--- src/rtl/debounce_multi.sv ---
// N-channel push-button conditioner: per channel a 2-flop synchroniser, consecutive-sample
// debounce filter, registered press/release pulses and a one-shot long-press pulse.
module debounce_multi #(
  parameter int   N_CH        = 4,
  parameter int   DB_CYCLES   = 1048575,
  parameter int   LONG_CYCLES = 50000000,
  parameter logic IDLE_LEVEL  = 1'b1
) (
  input  logic            clk,
  input  logic            rst_n,
  input  logic [N_CH-1:0] btn_in,
  output logic [N_CH-1:0] btn_level,
  output logic [N_CH-1:0] press_pulse,
  output logic [N_CH-1:0] release_pulse,
  output logic [N_CH-1:0] long_pulse
);

  localparam int DB_W   = $clog2(DB_CYCLES + 1);
  localparam int HOLD_W = $clog2(LONG_CYCLES + 1);

  localparam logic [DB_W-1:0]   DB_LAST   = DB_W'(DB_CYCLES - 1);
  localparam logic [HOLD_W-1:0] HOLD_LAST = HOLD_W'(LONG_CYCLES - 1);
  // Parking value after the long pulse; distinct from HOLD_LAST so the pulse cannot repeat.
  localparam logic [HOLD_W-1:0] HOLD_SAT  = HOLD_W'(LONG_CYCLES);
  localparam logic              ACTIVE    = ~IDLE_LEVEL;

  typedef enum logic {
    HOLD_IDLE,
    HOLD_ARMED
  } hold_state_e;

  logic [N_CH-1:0]   sync1_q, sync2_q;
  logic [N_CH-1:0]   level_q, level_d;
  logic [N_CH-1:0]   press_q, press_d;
  logic [N_CH-1:0]   release_q, release_d;
  logic [N_CH-1:0]   long_q, long_d;
  logic [DB_W-1:0]   db_cnt_q   [N_CH];
  logic [DB_W-1:0]   db_cnt_d   [N_CH];
  logic [HOLD_W-1:0] hold_cnt_q [N_CH];
  logic [HOLD_W-1:0] hold_cnt_d [N_CH];
  hold_state_e       hold_state_q [N_CH];
  hold_state_e       hold_state_d [N_CH];

  // NOTE: combinational logic uses blocking '=' and assigns every output a default
  // first, so no path leaves a signal unassigned and no latch is inferred.
  always_comb begin
    level_d   = level_q;
    press_d   = '0;
    release_d = '0;
    long_d    = '0;
    for (int i = 0; i < N_CH; i++) begin
      db_cnt_d[i]     = db_cnt_q[i];
      hold_cnt_d[i]   = hold_cnt_q[i];
      hold_state_d[i] = hold_state_q[i];

      if (sync2_q[i] != level_q[i]) begin
        if (db_cnt_q[i] == DB_LAST) begin
          level_d[i]  = sync2_q[i];
          db_cnt_d[i] = '0;
          if (sync2_q[i] == ACTIVE) press_d[i]   = 1'b1;
          else                      release_d[i] = 1'b1;
        end else begin
          db_cnt_d[i] = db_cnt_q[i] + DB_W'(1);
        end
      end else begin
        db_cnt_d[i] = '0;
      end

      case (hold_state_q[i])
        HOLD_IDLE: begin
          if (press_d[i]) begin
            hold_state_d[i] = HOLD_ARMED;
            hold_cnt_d[i]   = '0;
          end
        end
        HOLD_ARMED: begin
          // A release on the same edge as the terminal count wins: no long pulse.
          if (release_d[i]) begin
            hold_state_d[i] = HOLD_IDLE;
            hold_cnt_d[i]   = '0;
          end else if (hold_cnt_q[i] == HOLD_LAST) begin
            long_d[i]     = 1'b1;
            hold_cnt_d[i] = HOLD_SAT;
          end else if (hold_cnt_q[i] != HOLD_SAT) begin
            hold_cnt_d[i] = hold_cnt_q[i] + HOLD_W'(1);
          end
        end
        default: begin
          hold_state_d[i] = HOLD_IDLE;
          hold_cnt_d[i]   = '0;
        end
      endcase
    end
  end

  // NOTE: sequential state uses non-blocking '<='; the per-channel counter arrays are
  // plain registers (not RAM) and are all cleared by reset.
  always_ff @(posedge clk or negedge rst_n) begin
    if (!rst_n) begin
      sync1_q   <= {N_CH{IDLE_LEVEL}};
      sync2_q   <= {N_CH{IDLE_LEVEL}};
      level_q   <= {N_CH{IDLE_LEVEL}};
      press_q   <= '0;
      release_q <= '0;
      long_q    <= '0;
      for (int i = 0; i < N_CH; i++) begin
        db_cnt_q[i]     <= '0;
        hold_cnt_q[i]   <= '0;
        hold_state_q[i] <= HOLD_IDLE;
      end
    end else begin
      sync1_q   <= btn_in;
      sync2_q   <= sync1_q;
      level_q   <= level_d;
      press_q   <= press_d;
      release_q <= release_d;
      long_q    <= long_d;
      for (int i = 0; i < N_CH; i++) begin
        db_cnt_q[i]     <= db_cnt_d[i];
        hold_cnt_q[i]   <= hold_cnt_d[i];
        hold_state_q[i] <= hold_state_d[i];
      end
    end
  end

  assign btn_level     = level_q;
  assign press_pulse   = press_q;
  assign release_pulse = release_q;
  assign long_pulse    = long_q;

endmodule

--- config.mk ---
export PLATFORM = sky130hd
export DESIGN_NAME = debounce_multi
export DESIGN_NICKNAME = d
export VERILOG_FILES = /design/src/rtl/debounce_multi.sv
export SDC_FILE = /design/constraint.sdc
export NUM_CORES = 1
export LEC_CHECK = 0
export ABC_AREA = 1
export BUFFER_PORTS_ARGS = -buffer_cell sky130_fd_sc_hd__buf_2
export CORE_ASPECT_RATIO = 0.75
export CORE_MARGIN = 10
export CORE_UTILIZATION = 45
export CTS_BUF_LIST = sky130_fd_sc_hd__clkbuf_8
export CTS_CLUSTER_DIAMETER = 200
export CTS_CLUSTER_SIZE = 10
export DETAILED_ROUTE_END_ITERATION = 6
export PLACE_DENSITY = 0.58
export SLEW_MARGIN = 40
export SYNTH_ARGS = -nofsm -noshare
export SYNTH_HDL_FRONTEND = slang
export SYNTH_SLANG_ARGS = --single-unit
--- constraint.sdc ---
create_clock -name clk -period 3.2 [get_ports clk]
set_input_delay 0.64 -clock clk [delete_from_list [all_inputs] [get_ports clk]]
set_output_delay 0.64 -clock clk [all_outputs]
set_load 0.01 [all_outputs]
Yosys cells after proc, flatten, opt, wreduce, memory -nomap -nowiden
Index checks and enable logic that the tools add are counted.
{"block": "op_classes", "n_mux": 76, "eq_ne": 24, "addsub": 8, "bitwise_logic": 4, "n_reduce_logical": 8}
{"op": "$mux 26", "n": 16}
{"op": "$pmux 26 s2", "n": 4}
{"op": "$mux 20", "n": 8}
{"op": "$add 26x1->26 const B", "n": 4}
{"op": "$eq 26x26->1 const B", "n": 4}
{"op": "$ne 26x26->1 const B", "n": 4}
{"op": "$add 20x1->20 const B", "n": 4}
{"op": "$eq 20x20->1 const B", "n": 4}
{"op": "$mux 1", "n": 44}
{"op": "$ne 4x2->1 const B", "n": 4}
{"op": "$reduce_and 2->1", "n": 8}
{"op": "$ne 2x2->1 const B", "n": 4}
{"op": "$pmux 1 s2", "n": 4}
{"op": "$ne 1x1->1", "n": 4}
{"op": "$not 1->1", "n": 4}
{"block": "totals", "elab_cells": 141, "regBits": 212, "in_bits": 6}

Longest topological paths before layout
{"block": "depth", "word_depth": 5, "ltp_mapped": 13, "mapped_depth_nobuf": 13}

Worst setup path before layout
OpenSTA, ideal clock, no wires.
{"block": "synth_path", "path_type": "reg2reg", "start": "register hold_cnt_q[78] (netlist bit)", "end": "register hold_cnt_q[102] (netlist bit)", "synth_period_minus_slack_ns": 1.635, "path_slack_ns": 1.565, "path_stages_with_launch": 13, "arrival_time_ns": 1.518, "cell_sequence": "dfrtp_1 > ha_1 > nand2_1 > nor2_1 > inv_1 > nor2_1 > nand2_1 > nor2_1 > nand2_1 > nand2_1 > inv_1 > nand2_1 > nand2_1"}
{"block": "synth_via", "elab_chain_len": 5}
{"item": "from (decl)", "line_no": "39", "rtl": "logic [HOLD_W-1:0] hold_cnt_q [N_CH];"}
{"item": "from (signal, indexed assignment)", "line_no": "120", "rtl": "hold_cnt_q[i] <= hold_cnt_d[i];"}
{"item": "$add 26x1->26", "line_no": "85", "rtl": "hold_cnt_d[i] = hold_cnt_q[i] + HOLD_W'(1);"}
{"item": "$mux 26", "line_no": "84", "rtl": "end else if (hold_cnt_q[i] != HOLD_SAT) begin"}
{"item": "$mux 26", "line_no": "81", "rtl": "end else if (hold_cnt_q[i] == HOLD_LAST) begin"}
{"item": "$mux 26", "line_no": "78", "rtl": "if (release_d[i]) begin"}
{"item": "$pmux 26 s2", "line_no": "69", "rtl": "case (hold_state_q[i])"}
Parallel ways exist; a longest one is shown, timed or not. The select of a mux whose other input is x is not followed.
A chain may end at the register's enable or synchronous reset.

Worst setup path after layout
{"block": "layout_path", "start": "register hold_cnt_q[0] (netlist bit)", "end": "register hold_cnt_q[20] (netlist bit)"}
The elaborated chain is that of the path after synthesis.

==> flow_summary_export.csv <==
group,metric,value,unit
clock_network,insertion_delay,0.57,ns
floorplan,die_y,166,um
power,p_clk_frac,0.382,
timing,relSlewSlack,0.498,
detailed_routing,vias,10900,
global_route,antenna_found_initial,0,
logic_synthesis,ys_seq_area_frac,0.417,
power,power_density,336,nW/um^2
floorplan,ios,22,
detailed_routing,vias_per_cell,4.86,
placed_design,pre_cts_ws,0.964,ns
power,power_frac_comb,0.025,
logic_synthesis,syn_area,12800,um^2
setup_path,timing.critical_path.to_type,"register",
setup_path,reg2reg_slack,0.97,ns
detailed_routing,wire_per_inst,12.8,um
timing,grt_setup_unrepaired,"false",
detailed_routing,drt-total-wl,28.8,mm
finish,fin_cells,2240,
timing,final.setup.tns,0,ns
clock_network,numCtsBuffers,25,
placed_design,place_area,13200,um^2
logic_synthesis,synth_cell_types,42,
global_route,grt_max_degree,84,
setup_path,worstSetupPathType,"reg -> reg",
clock_network,h-tree-depth,1,
global_route,overflow,0,
clock_network,clk_path_buf_depth,3,
floorplan,dieArea,35600,um^2
finish,postLayoutCoreUtil,0.487,
clock_network,clkSinkCount,212,
global_route,grt_pass1_wl,50.2,mm
power,p_leak,6.11,nW
run,cap_violations,0,
run_status,outcome,"complete, no violations",
clock_network,clkTransAtPathRegs,0.08,ns
placed_design,dpl.cell_count,2194,
placed_design,gp_congestion,0.943,
detailed_routing,ant_nets,0,
clock_network,cts_tree,"done",
clock_network,cts_setup_buffers,0,
timing,layout_worst_path_cycle_share,0.696,
min_path,hp-class,"in -> reg",
floorplan,start_util,0.456,
placed_design,port_buffers,21,
setup_path,crit_required,3.64,ns
timing,slew_violations,0,
logic_synthesis,ys_warn_count,0,
clock_network,ctsResizeCount,0,
power,power_switching_share,0.245,
floorplan,core_area,28000,um^2
detailed_routing,dr.first_iter.drc_count,975,
finish,finalInstanceArea,13600,um^2
power,pwr-share-seq,0.592,
finish,n_antenna_cell,0,
setup_path,worstPathArrival,2.67,ns
finish,drive_gt1_frac,0.0685,
finish,nets,1859,
power,irDropWorstVdd,0.279,mV
setup_path,cp-start-kind,"register",
timing,fmax,449,MHz
timing,worst_slack,0.974,ns
detailed_routing,drcViolationCount,0,
clock_network,cts.root.buffer_cell,"clkbuf_8",
finish,final_common_cell,"nand2_1",
timing,hold_ws,0.171,ns
finish,final_cell_mix,"nand2_1 (601), nor2_1 (334), dfrtp_1 (200), inv_1 (195), nand3_1 (81)",
timing,timing.final.hold_violations,0,
placed_design,dp_hpwl,20.8,mm
logic_synthesis,synth_seq_cells,212,
logic_synthesis,syn_inst,1812,
floorplan,rows,53,
logic_synthesis,avgSynthCellArea,7.04,um^2
detailed_routing,drt_pass1_iterations,5,
timing,skew,0.0289,ns
floorplan,die_w,214,um
timing,setup_viol,0,
finish,syn2layout_area_growth,6.87,%
global_route,grtUsageTotal,0.162,
power,switchingPower,1.12,mW
power,total_power,4.58,mW
global_route,grt_pass1_vias,9991,
timing,worstMarginPinSlew,0.750,ns
setup_path,path_max_fanout,35,
logic_synthesis,synth_fp_nets,1834,
timing,period_minus_slack,2.23,ns
power,internal_power,3.46,mW
[power by group through the flow]
stage               logic (mW)  clock network, mW  registers (mW)
detailed placement       0.121                  0            2.77
global placement         0.122                  0            2.77
global route             0.138               1.95            2.72
CTS                      0.123               1.85            2.71
finish                   0.116               1.75            2.71
floorplan               0.0450                  0            2.76
[routing by layer]
layer  GRT usage  vias up  share of wire
met5           0        -              0
met4      0.0298        0          0.015
met3      0.0258       36          0.047
met2       0.222      204           0.39
met1       0.259     4922           0.55
li1            -     5733              -
[kinds of logic (layout without fill, tap and decap cells)]
logic type | Yosys count | after routing | share of synthesized area
XOR/XNOR | 89 | 89 | 0.0611
AO/OA/AOI/OAI | 115 | 115 | 0.0510
flip-flops | 212 | 212 | 0.417
adder cells (fa/ha/maj) | 16 | 16 | 0.0157
AND/OR/NAND/NOR | 1169 | 1169 | 0.385
buffers and inverters | 211 | 254 | 0.0699
[sequential cells by signal, indices dropped and copies added, names as in the netlist]
name           cells
hold_cnt_q       104
db_cnt_q          80
btn_level          4
hold_state_q       4
long_pulse         4
press_pulse        4
release_pulse      4
sync1_q            4
sync2_q            4
[repair_timing]
| action | in CTS | in global routing |
|---|---|---|
| hold endpoints to repair | 20 | 0 |
| setup endpoints to repair | 0 | 0 |
| hold buffers | 1 | 0 |
[critical path, stage by stage, from the launching register on]
cell	delay, ns
dfrtp_1	0.42
inv_1	0.11
ha_1	0.15
nand2_1	0.04
inv_1	0.05
nand2_1	0.04
nor2_1	0.09
nand2_1	0.06
nor2_1	0.11
nand3_1	0.10
nand2_2	0.48
inv_1	0.29
nand2_1	0.11
nand2_1	0.05
[synthesized netlist by cell type (all sizes together)]
library cell,count,area share
a31oi,6,0.0029
nand3b,12,0.0071
o21a,2,0.0012
o22ai,1,0.00049
and2,2,0.00098
dfstp,12,0.025
nor2,351,0.11
a21oi,28,0.011
o21bai,2,0.0012
and3,2,0.00098
xor2,60,0.041
o211ai,2,0.0012
nor4,5,0.0025
inv,184,0.054
or2,2,0.00098
dfrtp,200,0.39
nor3,39,0.015
nand2,620,0.19
nand3,87,0.036
nand4,42,0.022
o21ai,71,0.031
o211a,1,0.00078
buf,27,0.016
ha,16,0.016
xnor2,29,0.020
a211oi,2,0.0012
nor3b,7,0.0045
[cell type report]
class	count	area, um^2
Clock buffer	25	344
Clock inverter	20	80.1
Fill cell	2862	14300
Inverter	184	691
Multi-Input combinational cell	1389	6550
Sequential cell	212	5320
Tap cell	385	482
Timing Repair Buffer	25	173
[final timing paths]
check / to / startpoint / cells after the start
worst max-delay path: hold_cnt_q[20] / hold_cnt_q[0] / 13
worst max register to register: hold_cnt_q[20] / hold_cnt_q[0] / 13
worst min-delay path: sync1_q[2] / btn_in[2] / 1
min in group asynchronous: hold_cnt_q[38] / rst_n / 2
worst min register to register: sync2_q[2] / sync1_q[2] / 0
max in group asynchronous: btn_level[0] / rst_n / 3
Power figures use the tool's default switching activity.
